## config.mk

```make
export PLATFORM = sky130hd
export DESIGN_NAME = friet_permutation_axi4_lite_master_flat
export DESIGN_NICKNAME = d
export VERILOG_FILES = /design/src/rtl/friet_axi_lite_pkg.sv /design/src/rtl/friet_permutation_axi4_lite_master_if.sv /design/src/rtl/axi4_lite_single_beat_master.sv /design/src/rtl/friet_permutation_axi4_lite_master.sv /design/src/flat_wrapper.sv
export SDC_FILE = /design/constraint.sdc
export NUM_CORES = 2
export LEC_CHECK = 0
export ABC_CLOCK_PERIOD_IN_PS = 3200
export CAP_MARGIN = 40
export CORE_AREA = 4 4 337 339
export CTS_BUF_LIST = sky130_fd_sc_hd__clkbuf_8
export DETAILED_ROUTE_END_ITERATION = 8
export DIE_AREA = 0 0 341 343
export PLACE_DENSITY = 0.5
export SLEW_MARGIN = 20
export SYNTH_ARGS = -nofsm -noshare
export SYNTH_HDL_FRONTEND = slang
export SYNTH_HIERARCHICAL = 1
export SYNTH_SLANG_ARGS = --single-unit
```

## constraint.sdc

```tcl
create_clock -name aclk -period 3.2 [get_ports aclk]
set_input_delay 0.64 -clock aclk [delete_from_list [all_inputs] [get_ports aclk]]
set_output_delay 0.64 -clock aclk [all_outputs]
set_load 0.01 [all_outputs]
```

## src/rtl/friet_axi_lite_pkg.sv

```systemverilog
// Purpose : shared constants, FSM state encoding and request payload for the
//           Friet permutation AXI4-Lite master.
// Contents: register map, AXI response codes, sizes, fsm_state_t, beat_req_t.
package friet_axi_lite_pkg;

  localparam int unsigned STATE_WORDS    = 12;
  localparam int unsigned WORD_W         = 32;
  localparam int unsigned STATE_W        = STATE_WORDS * WORD_W;
  localparam int unsigned ADDR_W         = 4;
  localparam int unsigned CNT_W          = 4;
  localparam int unsigned LSB_W          = $clog2(WORD_W);
  localparam int unsigned OFS_W          = CNT_W + LSB_W;
  localparam int unsigned TIMEOUT_CYCLES = 1024;
  localparam int unsigned TIMEOUT_W      = $clog2(TIMEOUT_CYCLES);

  localparam logic [ADDR_W-1:0] ADDR_STATE_OUT = 4'h0;
  localparam logic [ADDR_W-1:0] ADDR_STATE_IN  = 4'h4;
  localparam logic [ADDR_W-1:0] ADDR_START     = 4'h8;
  localparam logic [ADDR_W-1:0] ADDR_FAULT     = 4'hB;

  localparam logic [1:0] RESP_OKAY   = 2'b00;
  localparam logic [1:0] RESP_SLVERR = 2'b10;

  typedef enum logic [2:0] {
    S_IDLE,
    S_WR,
    S_WS,
    S_RD,
    S_RF,
    S_FIN
  } fsm_state_t;

  // One single-beat bus request: rw=1 write, rw=0 read.
  typedef struct packed {
    logic              rw;
    logic [ADDR_W-1:0] addr;
    logic [WORD_W-1:0] wdata;
  } beat_req_t;

endpackage

```

## src/rtl/friet_permutation_axi4_lite_master_if.sv

```systemverilog
// Purpose : AXI4-Lite bus bundle between the Friet master and the peripheral.
// Modports: master (drives AW/W/AR, bready, rready), slave (the reverse).
interface friet_permutation_axi4_lite_master_if;
  import friet_axi_lite_pkg::*;

  logic [ADDR_W-1:0] awaddr;
  logic [2:0]        awprot;
  logic              awvalid;
  logic              awready;
  logic [WORD_W-1:0] wdata;
  logic [3:0]        wstrb;
  logic              wvalid;
  logic              wready;
  logic [1:0]        bresp;
  logic              bvalid;
  logic              bready;
  logic [ADDR_W-1:0] araddr;
  logic [2:0]        arprot;
  logic              arvalid;
  logic              arready;
  logic [WORD_W-1:0] rdata;
  logic [1:0]        rresp;
  logic              rvalid;
  logic              rready;

  modport master (
    output awaddr, awprot, awvalid, input awready,
    output wdata, wstrb, wvalid, input wready,
    input  bresp, bvalid, output bready,
    output araddr, arprot, arvalid, input arready,
    input  rdata, rresp, rvalid, output rready
  );

  modport slave (
    input  awaddr, awprot, awvalid, output awready,
    input  wdata, wstrb, wvalid, output wready,
    output bresp, bvalid, input bready,
    input  araddr, arprot, arvalid, output arready,
    output rdata, rresp, rvalid, input rready
  );

endinterface

```

## src/rtl/axi4_lite_single_beat_master.sv

```systemverilog
// Purpose : runs one AXI4-Lite read or write at a time on all five channels.
// Ports   : aclk, aresetn (sync, active-low); req/req_data accepted only when
//           no beat is outstanding; ack pulses with rdata/resp when the beat
//           completes; m_axi master modport.
// Option  : FRIET_MASTER_TIMEOUT_EN adds a per-beat watchdog that abandons
//           the beat and reports RESP_SLVERR.
module axi4_lite_single_beat_master
  import friet_axi_lite_pkg::*;
(
  input  logic              aclk,
  input  logic              aresetn,
  input  logic              req,
  input  beat_req_t         req_data,
  output logic              ack,
  output logic [WORD_W-1:0] rdata,
  output logic [1:0]        resp,
  friet_permutation_axi4_lite_master_if.master m_axi
);

  assign m_axi.awprot = 3'b000;
  assign m_axi.arprot = 3'b000;

`ifdef FRIET_MASTER_TIMEOUT_EN
  logic [TIMEOUT_W-1:0] tmo_cnt;
`endif

  // bready / rready double as the "write / read outstanding" flags.
  always_ff @(posedge aclk) begin
    if (!aresetn) begin
      m_axi.awaddr  <= '0;
      m_axi.awvalid <= 1'b0;
      m_axi.wdata   <= '0;
      m_axi.wstrb   <= '0;
      m_axi.wvalid  <= 1'b0;
      m_axi.bready  <= 1'b0;
      m_axi.araddr  <= '0;
      m_axi.arvalid <= 1'b0;
      m_axi.rready  <= 1'b0;
      ack           <= 1'b0;
      rdata         <= '0;
      resp          <= '0;
`ifdef FRIET_MASTER_TIMEOUT_EN
      tmo_cnt       <= '0;
`endif
    end else begin
      ack <= 1'b0;
      if (!m_axi.bready && !m_axi.rready) begin
        if (req) begin
`ifdef FRIET_MASTER_TIMEOUT_EN
          tmo_cnt <= '0;
`endif
          if (req_data.rw) begin
            m_axi.awaddr  <= req_data.addr;
            m_axi.awvalid <= 1'b1;
            m_axi.wdata   <= req_data.wdata;
            m_axi.wstrb   <= 4'hF;
            m_axi.wvalid  <= 1'b1;
            m_axi.bready  <= 1'b1;
          end else begin
            m_axi.araddr  <= req_data.addr;
            m_axi.arvalid <= 1'b1;
            m_axi.rready  <= 1'b1;
          end
        end
      end else begin
`ifdef FRIET_MASTER_TIMEOUT_EN
        // Watchdog first; a response landing on the same edge overrides it.
        if (tmo_cnt == TIMEOUT_W'(TIMEOUT_CYCLES - 1)) begin
          m_axi.awvalid <= 1'b0;
          m_axi.wvalid  <= 1'b0;
          m_axi.bready  <= 1'b0;
          m_axi.arvalid <= 1'b0;
          m_axi.rready  <= 1'b0;
          resp          <= RESP_SLVERR;
          ack           <= 1'b1;
        end else begin
          tmo_cnt <= tmo_cnt + TIMEOUT_W'(1);
        end
`endif
        if (m_axi.awvalid && m_axi.awready) m_axi.awvalid <= 1'b0;
        if (m_axi.wvalid && m_axi.wready)   m_axi.wvalid  <= 1'b0;
        if (m_axi.arvalid && m_axi.arready) m_axi.arvalid <= 1'b0;
        // A response always closes the beat.
        if (m_axi.bready && m_axi.bvalid) begin
          m_axi.bready  <= 1'b0;
          m_axi.awvalid <= 1'b0;
          m_axi.wvalid  <= 1'b0;
          resp          <= m_axi.bresp;
          ack           <= 1'b1;
        end
        if (m_axi.rready && m_axi.rvalid) begin
          m_axi.rready  <= 1'b0;
          m_axi.arvalid <= 1'b0;
          rdata         <= m_axi.rdata;
          resp          <= m_axi.rresp;
          ack           <= 1'b1;
        end
      end
    end
  end

endmodule

```

## src/rtl/friet_permutation_axi4_lite_master.sv

```systemverilog
// Purpose : drives one Friet permutation peripheral end to end: writes the
//           12-word state, writes start, reads 12 result words and the fault
//           flag, then pulses done with error/fault.
// Ports   : aclk, aresetn (sync, active-low), start, state_in[383:0] in;
//           busy, done, state_out[383:0], fault, error out; m_axi master.
// Option  : FRIET_MASTER_TIMEOUT_EN enables the per-beat watchdog in the
//           single-beat master; a timeout surfaces here as error.
module friet_permutation_axi4_lite_master
  import friet_axi_lite_pkg::*;
(
  input  logic               aclk,
  input  logic               aresetn,
  input  logic               start,
  input  logic [STATE_W-1:0] state_in,
  output logic               busy,
  output logic               done,
  output logic [STATE_W-1:0] state_out,
  output logic               fault,
  output logic               error,
  friet_permutation_axi4_lite_master_if.master m_axi
);

  fsm_state_t         state_q, state_d;
  logic [CNT_W-1:0]   cnt_q, cnt_d;
  logic               wait_q, wait_d;
  logic [STATE_W-1:0] buf_q, buf_d, sout_d;
  logic               err_d, fault_d, busy_d, done_d;
  logic               req_c, last_word_c;
  beat_req_t          req_data_c;
  logic [OFS_W-1:0]   word_lsb_c;
  logic               beat_ack;
  logic [WORD_W-1:0]  beat_rdata;
  logic [1:0]         beat_resp;

  axi4_lite_single_beat_master u_beat (
    .aclk     (aclk),
    .aresetn  (aresetn),
    .req      (req_c),
    .req_data (req_data_c),
    .ack      (beat_ack),
    .rdata    (beat_rdata),
    .resp     (beat_resp),
    .m_axi    (m_axi)
  );

  // Sequencer: one request per phase step, advance only on its ack.
  always_comb begin
    state_d     = state_q;
    cnt_d       = cnt_q;
    wait_d      = wait_q;
    buf_d       = buf_q;
    sout_d      = state_out;
    err_d       = error;
    fault_d     = fault;
    req_c       = 1'b0;
    req_data_c  = '0;
    word_lsb_c  = {cnt_q, {LSB_W{1'b0}}};
    last_word_c = (cnt_q == CNT_W'(STATE_WORDS - 1));

    case (state_q)
      S_WR: begin
        req_data_c.rw    = 1'b1;
        req_data_c.addr  = ADDR_STATE_IN;
        req_data_c.wdata = buf_q[word_lsb_c +: WORD_W];
      end
      S_WS: begin
        req_data_c.rw    = 1'b1;
        req_data_c.addr  = ADDR_START;
        req_data_c.wdata = WORD_W'(1);
      end
      S_RD:    req_data_c.addr = ADDR_STATE_OUT;
      S_RF:    req_data_c.addr = ADDR_FAULT;
      default: ;
    endcase

    case (state_q)
      S_IDLE: begin
        if (start) begin
          buf_d   = state_in;
          cnt_d   = '0;
          wait_d  = 1'b0;
          err_d   = 1'b0;
          fault_d = 1'b0;
          sout_d  = '0;
          state_d = S_WR;
        end
      end
      S_FIN: state_d = S_IDLE;
      default: begin
        if (!wait_q) begin
          req_c  = 1'b1;
          wait_d = 1'b1;
        end else if (beat_ack) begin
          wait_d = 1'b0;
          if (beat_resp != RESP_OKAY) begin
            err_d   = 1'b1;
            state_d = S_FIN;
          end else begin
            case (state_q)
              S_WR: begin
                if (last_word_c) begin
                  cnt_d   = '0;
                  state_d = S_WS;
                end else begin
                  cnt_d = cnt_q + CNT_W'(1);
                end
              end
              S_WS: state_d = S_RD;
              S_RD: begin
                sout_d[word_lsb_c +: WORD_W] = beat_rdata;
                if (last_word_c) begin
                  cnt_d   = '0;
                  state_d = S_RF;
                end else begin
                  cnt_d = cnt_q + CNT_W'(1);
                end
              end
              S_RF: begin
                fault_d = beat_rdata[0];
                state_d = S_FIN;
              end
              default: ;
            endcase
          end
        end
      end
    endcase

    done_d = (state_d == S_FIN);
    busy_d = (state_d != S_IDLE);
  end

  always_ff @(posedge aclk) begin
    if (!aresetn) begin
      state_q   <= S_IDLE;
      cnt_q     <= '0;
      wait_q    <= 1'b0;
      buf_q     <= '0;
      state_out <= '0;
      error     <= 1'b0;
      fault     <= 1'b0;
      busy      <= 1'b0;
      done      <= 1'b0;
    end else begin
      state_q   <= state_d;
      cnt_q     <= cnt_d;
      wait_q    <= wait_d;
      buf_q     <= buf_d;
      state_out <= sout_d;
      error     <= err_d;
      fault     <= fault_d;
      busy      <= busy_d;
      done      <= done_d;
    end
  end

endmodule

```

## src/flat_wrapper.sv

```systemverilog
// flat-port wrapper written by rule: the top's interface ports become plain ports
module friet_permutation_axi4_lite_master_flat import friet_axi_lite_pkg::*;
  (aclk, aresetn, start, state_in, busy, done, state_out, fault, error, m_axi_awaddr, m_axi_awprot, m_axi_awvalid, m_axi_awready, m_axi_wdata, m_axi_wstrb, m_axi_wvalid, m_axi_wready, m_axi_bresp, m_axi_bvalid, m_axi_bready, m_axi_araddr, m_axi_arprot, m_axi_arvalid, m_axi_arready, m_axi_rdata, m_axi_rresp, m_axi_rvalid, m_axi_rready);
  friet_permutation_axi4_lite_master_if m_axi_i ();
  input  logic aclk;
  input  logic aresetn;
  input  logic start;
  input  logic [STATE_W-1:0] state_in;
  output logic busy;
  output logic done;
  output logic [STATE_W-1:0] state_out;
  output logic fault;
  output logic error;
  output wire logic [$bits(m_axi_i.awaddr)-1:0] m_axi_awaddr;
  output wire logic [$bits(m_axi_i.awprot)-1:0] m_axi_awprot;
  output wire logic [$bits(m_axi_i.awvalid)-1:0] m_axi_awvalid;
  input wire logic [$bits(m_axi_i.awready)-1:0] m_axi_awready;
  output wire logic [$bits(m_axi_i.wdata)-1:0] m_axi_wdata;
  output wire logic [$bits(m_axi_i.wstrb)-1:0] m_axi_wstrb;
  output wire logic [$bits(m_axi_i.wvalid)-1:0] m_axi_wvalid;
  input wire logic [$bits(m_axi_i.wready)-1:0] m_axi_wready;
  input wire logic [$bits(m_axi_i.bresp)-1:0] m_axi_bresp;
  input wire logic [$bits(m_axi_i.bvalid)-1:0] m_axi_bvalid;
  output wire logic [$bits(m_axi_i.bready)-1:0] m_axi_bready;
  output wire logic [$bits(m_axi_i.araddr)-1:0] m_axi_araddr;
  output wire logic [$bits(m_axi_i.arprot)-1:0] m_axi_arprot;
  output wire logic [$bits(m_axi_i.arvalid)-1:0] m_axi_arvalid;
  input wire logic [$bits(m_axi_i.arready)-1:0] m_axi_arready;
  input wire logic [$bits(m_axi_i.rdata)-1:0] m_axi_rdata;
  input wire logic [$bits(m_axi_i.rresp)-1:0] m_axi_rresp;
  input wire logic [$bits(m_axi_i.rvalid)-1:0] m_axi_rvalid;
  output wire logic [$bits(m_axi_i.rready)-1:0] m_axi_rready;
  assign m_axi_awaddr = m_axi_i.awaddr;
  assign m_axi_awprot = m_axi_i.awprot;
  assign m_axi_awvalid = m_axi_i.awvalid;
  assign m_axi_i.awready = m_axi_awready;
  assign m_axi_wdata = m_axi_i.wdata;
  assign m_axi_wstrb = m_axi_i.wstrb;
  assign m_axi_wvalid = m_axi_i.wvalid;
  assign m_axi_i.wready = m_axi_wready;
  assign m_axi_i.bresp = m_axi_bresp;
  assign m_axi_i.bvalid = m_axi_bvalid;
  assign m_axi_bready = m_axi_i.bready;
  assign m_axi_araddr = m_axi_i.araddr;
  assign m_axi_arprot = m_axi_i.arprot;
  assign m_axi_arvalid = m_axi_i.arvalid;
  assign m_axi_i.arready = m_axi_arready;
  assign m_axi_i.rdata = m_axi_rdata;
  assign m_axi_i.rresp = m_axi_rresp;
  assign m_axi_i.rvalid = m_axi_rvalid;
  assign m_axi_rready = m_axi_i.rready;
  friet_permutation_axi4_lite_master u_core (.aclk(aclk), .aresetn(aresetn), .start(start), .state_in(state_in), .busy(busy), .done(done), .state_out(state_out), .fault(fault), .error(error), .m_axi(m_axi_i));
endmodule
```

==> results.cfg <==
[run_status]
outcome = completed

[detailed_routing]
vias = 29400
ant_nets = 0
routed_via_density = 4.97
drc = 0
drtIter0Drc = 1840
drt-pass1-iter-count = 5
wl_mm = 148
wl_per_cell_microns = 25.0

[grt]
grt_max_degree = 202
grtUsageTotal_pct = 24.2
grt-ovfl-total = 0
grt_pass1_wl_mm = 208
antenna_found_initial = 27
grt_pass1_vias = 28600

[critical_path]
setup.worst_path.end_class = flop
reg2reg_depth = 7
worstSetupPathType = reg2reg
slowest_stage = mux4_2
rr_endpoint = u_core/u_beat/m_axi.wdata[2]
r2r_slack_ps = 450
critPathMaxStageDelay_ps = 640
crit_fanout = 21
worstPathRequired_ps = 3880
crit_path_frequent_cell = buf_4
rr_startpoint = u_core/cnt_q[0]
critPathArrivalTime_ps = 3430
critPathLaunchType = flop
crit_chain = buf_4, buf_4, mux4_2, a21oi_1, a211oi_1, nand3_1, o21ai_0

[synth]
synth_area_sq_um = 32700
synth-seq-area-share_pct = 52.6
ys_ff_latch = 861
ys.flop_type = dfxtp_1
ys_warn_count = 6
syn_avg_cell_area_sq_um = 9.30
netlist_instances = 3523
ys_types = 65
async_flop_share_pct = 0
synth_edf_count = 0

[layout]
area_growth_pct = 40.4
seq_area_sq_um = 17200
stdcell_count = 5922
num-nets-final = 4743
multiInputGateArea_sq_um = 14100
fillers = 11100
utilization_pct = 41.7
drive_above_1_share_pct = 10.2

[cts]
cts_resized = 0
clock-root-buffer = clkbuf_8
numCtsBuffers = 156
cts_hold_buffers = 0
clock_latency_ps = 850
tritoncts = yes
post_cts_buffers = 0
cts.clk_slew.worst_paths_ps = 60
clock_sinks = 861
cts-htree-levels = 4
cts_buffer_depth = 3

[min_path]
min_to = u_core/u_beat/m_axi.awaddr[3]
hp-class = in2reg
hp-start = aresetn
holdPathStages = 3

[die]
rows = 122
start_util_pct = 29.7
core_area_sq_um = 110000
fp.dieW_microns = 341
die_h_microns = 343
dieArea_sq_um = 117000
io-pin-count = 871

[sta]
fin_worst_skew_ps = 57.8
hold_violations = 0
rsz0062_at_grt = false
finalSetupViolCount = 0
report.final.slew_viol_count = 0
fin_crit_ps = 2750
finalSetupTns_ps = 0
timing.fmax_mhz = 364
finalCritPeriodShare_pct = 85.8
setup_slack_ps = 455
max_slew_margin_pct = 21.3
worstMarginPinSlew_ps = 1180

[place]
pre_cts_ws_ps = 192
finalWeightedCongestion = 0.818
dp_cells = 5639
io_buffers = 864
place_hpwl_mm = 106

[run]
maxCapViolCount = 0

[pwr]
vdd_drop_max_mv = 0.279
leakagePower_nw = 16.3
cellPowerDensity_nw_per_um2 = 513
[cell usage in the layout (no fill, tap or decap), types with 5 or more instances in the layout]
cell / netlist / routed
o21ai_1: 40 / 36
inv_1: 9 / 65
buf_12: 0 / 27
o21ai_0: 48 / 48
a32o_1: 32 / 32
o2bb2ai_1: 194 / 194
xnor2_1: 5 / 5
and3_1: 5 / 5
clkbuf_8: 0 / 184
a22o_1: 34 / 34
clkinv_2: 0 / 12
nor3_1: 8 / 7
a21oi_1: 495 / 491
mux4_2: 96 / 96
conb_1: 1 / 6
mux2i_1: 52 / 52
dfxtp_1: 861 / 859
ha_1: 5 / 5
o2bb2ai_2: 30 / 30
nand4_1: 33 / 33
diode_2: 0 / 15
buf_4: 15 / 52
nand3_1: 102 / 101
nand2_1: 1020 / 1019
a211oi_1: 33 / 33
nor2_1: 25 / 25
clkdlybuf4s50_1: 0 / 863
o22ai_1: 14 / 14
[through the flow]
step	total power, W	instance area (sq um)	hold slack [ps]
after floorplan	0.0125	32800	433
after global placement	0.0136	42900	436
after detailed placement	0.0136	42900	442
after CTS	0.0239	45900	121
after global routing	0.0246	46000	189
final	0.0236	46000	223
[cell usage after synthesis (3+ instances only)]
master,count,area share [%]
o2bb2ai_1,194,5.2
o2bb2ai_2,30,1.4
nor4_1,4,0.076
a211oi_1,33,0.76
a21oi_1,495,7.6
nor2_1,25,0.29
nor3_1,8,0.12
o21ai_1,40,0.61
buf_2,113,1.7
a31oi_1,6,0.11
clkbuf_1,171,2.0
mux4_2,96,6.6
nor2b_1,4,0.076
o21ai_0,48,0.73
xnor2_1,5,0.13
buf_6,7,0.24
and3_1,5,0.096
buf_1,15,0.17
nand4_1,33,0.63
o21a_1,3,0.069
nand3_1,102,1.6
inv_1,9,0.10
buf_4,15,0.34
nand2_1,1020,12
mux2i_1,52,1.6
o22ai_1,14,0.27
a22o_1,34,0.91
a32o_1,32,0.98
ha_1,5,0.19
dfxtp_1,861,53
[how the worst max path moves through the flow]
stage / startpoint / end / slack, ps / cells after the start
after CTS: u_core/cnt_q[0] / u_core/u_beat/m_axi.wdata[2] / 390 / 7
after global placement: start / u_core/buf_q[54] / 230 / 7
final: u_core/cnt_q[0] / u_core/u_beat/m_axi.wdata[2] / 450 / 7
after global routing: u_core/cnt_q[0] / u_core/u_beat/m_axi.wdata[2] / 240 / 7
after detailed placement: start / u_core/buf_q[116] / 190 / 7
after floorplan: u_core/cnt_q[1] / u_core/state_out[262] / 370 / 12
[cells by family (layout without fill, tap and decap cells)]
family	count (synthesis)	in the layout	share of synthesized area, %
adder cells (fa/ha/maj)	5	5	0.191
XOR/XNOR	6	6	0.160
buffers and inverters	333	1224	4.58
multiplexers	148	148	8.19
other	1	21	0.0115
AO/OA/AOI/OAI	948	948	19.1
AND/OR/NAND/NOR	1221	1221	15.1
flip-flops	861	861	52.6
[cell type report]
| class | count | share of cell area [%] |
|---|---|---|
| Sequential cell | 861 | 37.5 |
| Multi-Input combinational cell | 2334 | 30.8 |
| Timing Repair Buffer | 945 | 20.9 |
| Clock buffer | 184 | 5.51 |
| Tap cell | 1488 | 4.05 |
| Clock inverter | 83 | 1.05 |
| Inverter | 12 | 0.122 |
| Antenna cell | 15 | 0.0816 |
[critical path, delay by kind of cell, from the launching register on]
family          cells  cell delay, ps
compound gates      3             410
simple gates        1             110
mux                 1             640
buf+inv             2             930
flops               1             450
[flip-flops by register name, summed over array words and instances (netlist names), 2 cells and up]
name	count
u_core/u_beat/rdata	32
u_core/u_beat/m_axi.awaddr	4
u_core/buf_q	384
u_core/state_q	3
u_core/cnt_q	4
u_core/u_beat/m_axi.araddr	4
u_core/state_out	384
u_core/u_beat/m_axi.wdata	32
u_core/u_beat/resp	2
[power by group]
part	internal (W)	leakage (nW)	switching [W]
combinational	0.000963	7.54	0.00118
clock	0.00540	1.76	0.00482
sequential	0.0110	7.00	0.000184
total	0.0174	16.3	0.00619
[layer usage]
layer / track usage [%] / up-vias / wire length [microns]
li1: - / 14000 / -
met1: 27.9 / 14200 / 57400
met5: 0 / - / 183
met2: 42.7 / 994 / 74300
met3: 7.97 / 200 / 12300
met4: 7.30 / 28 / 3840
(Power assumes the default switching activity.)
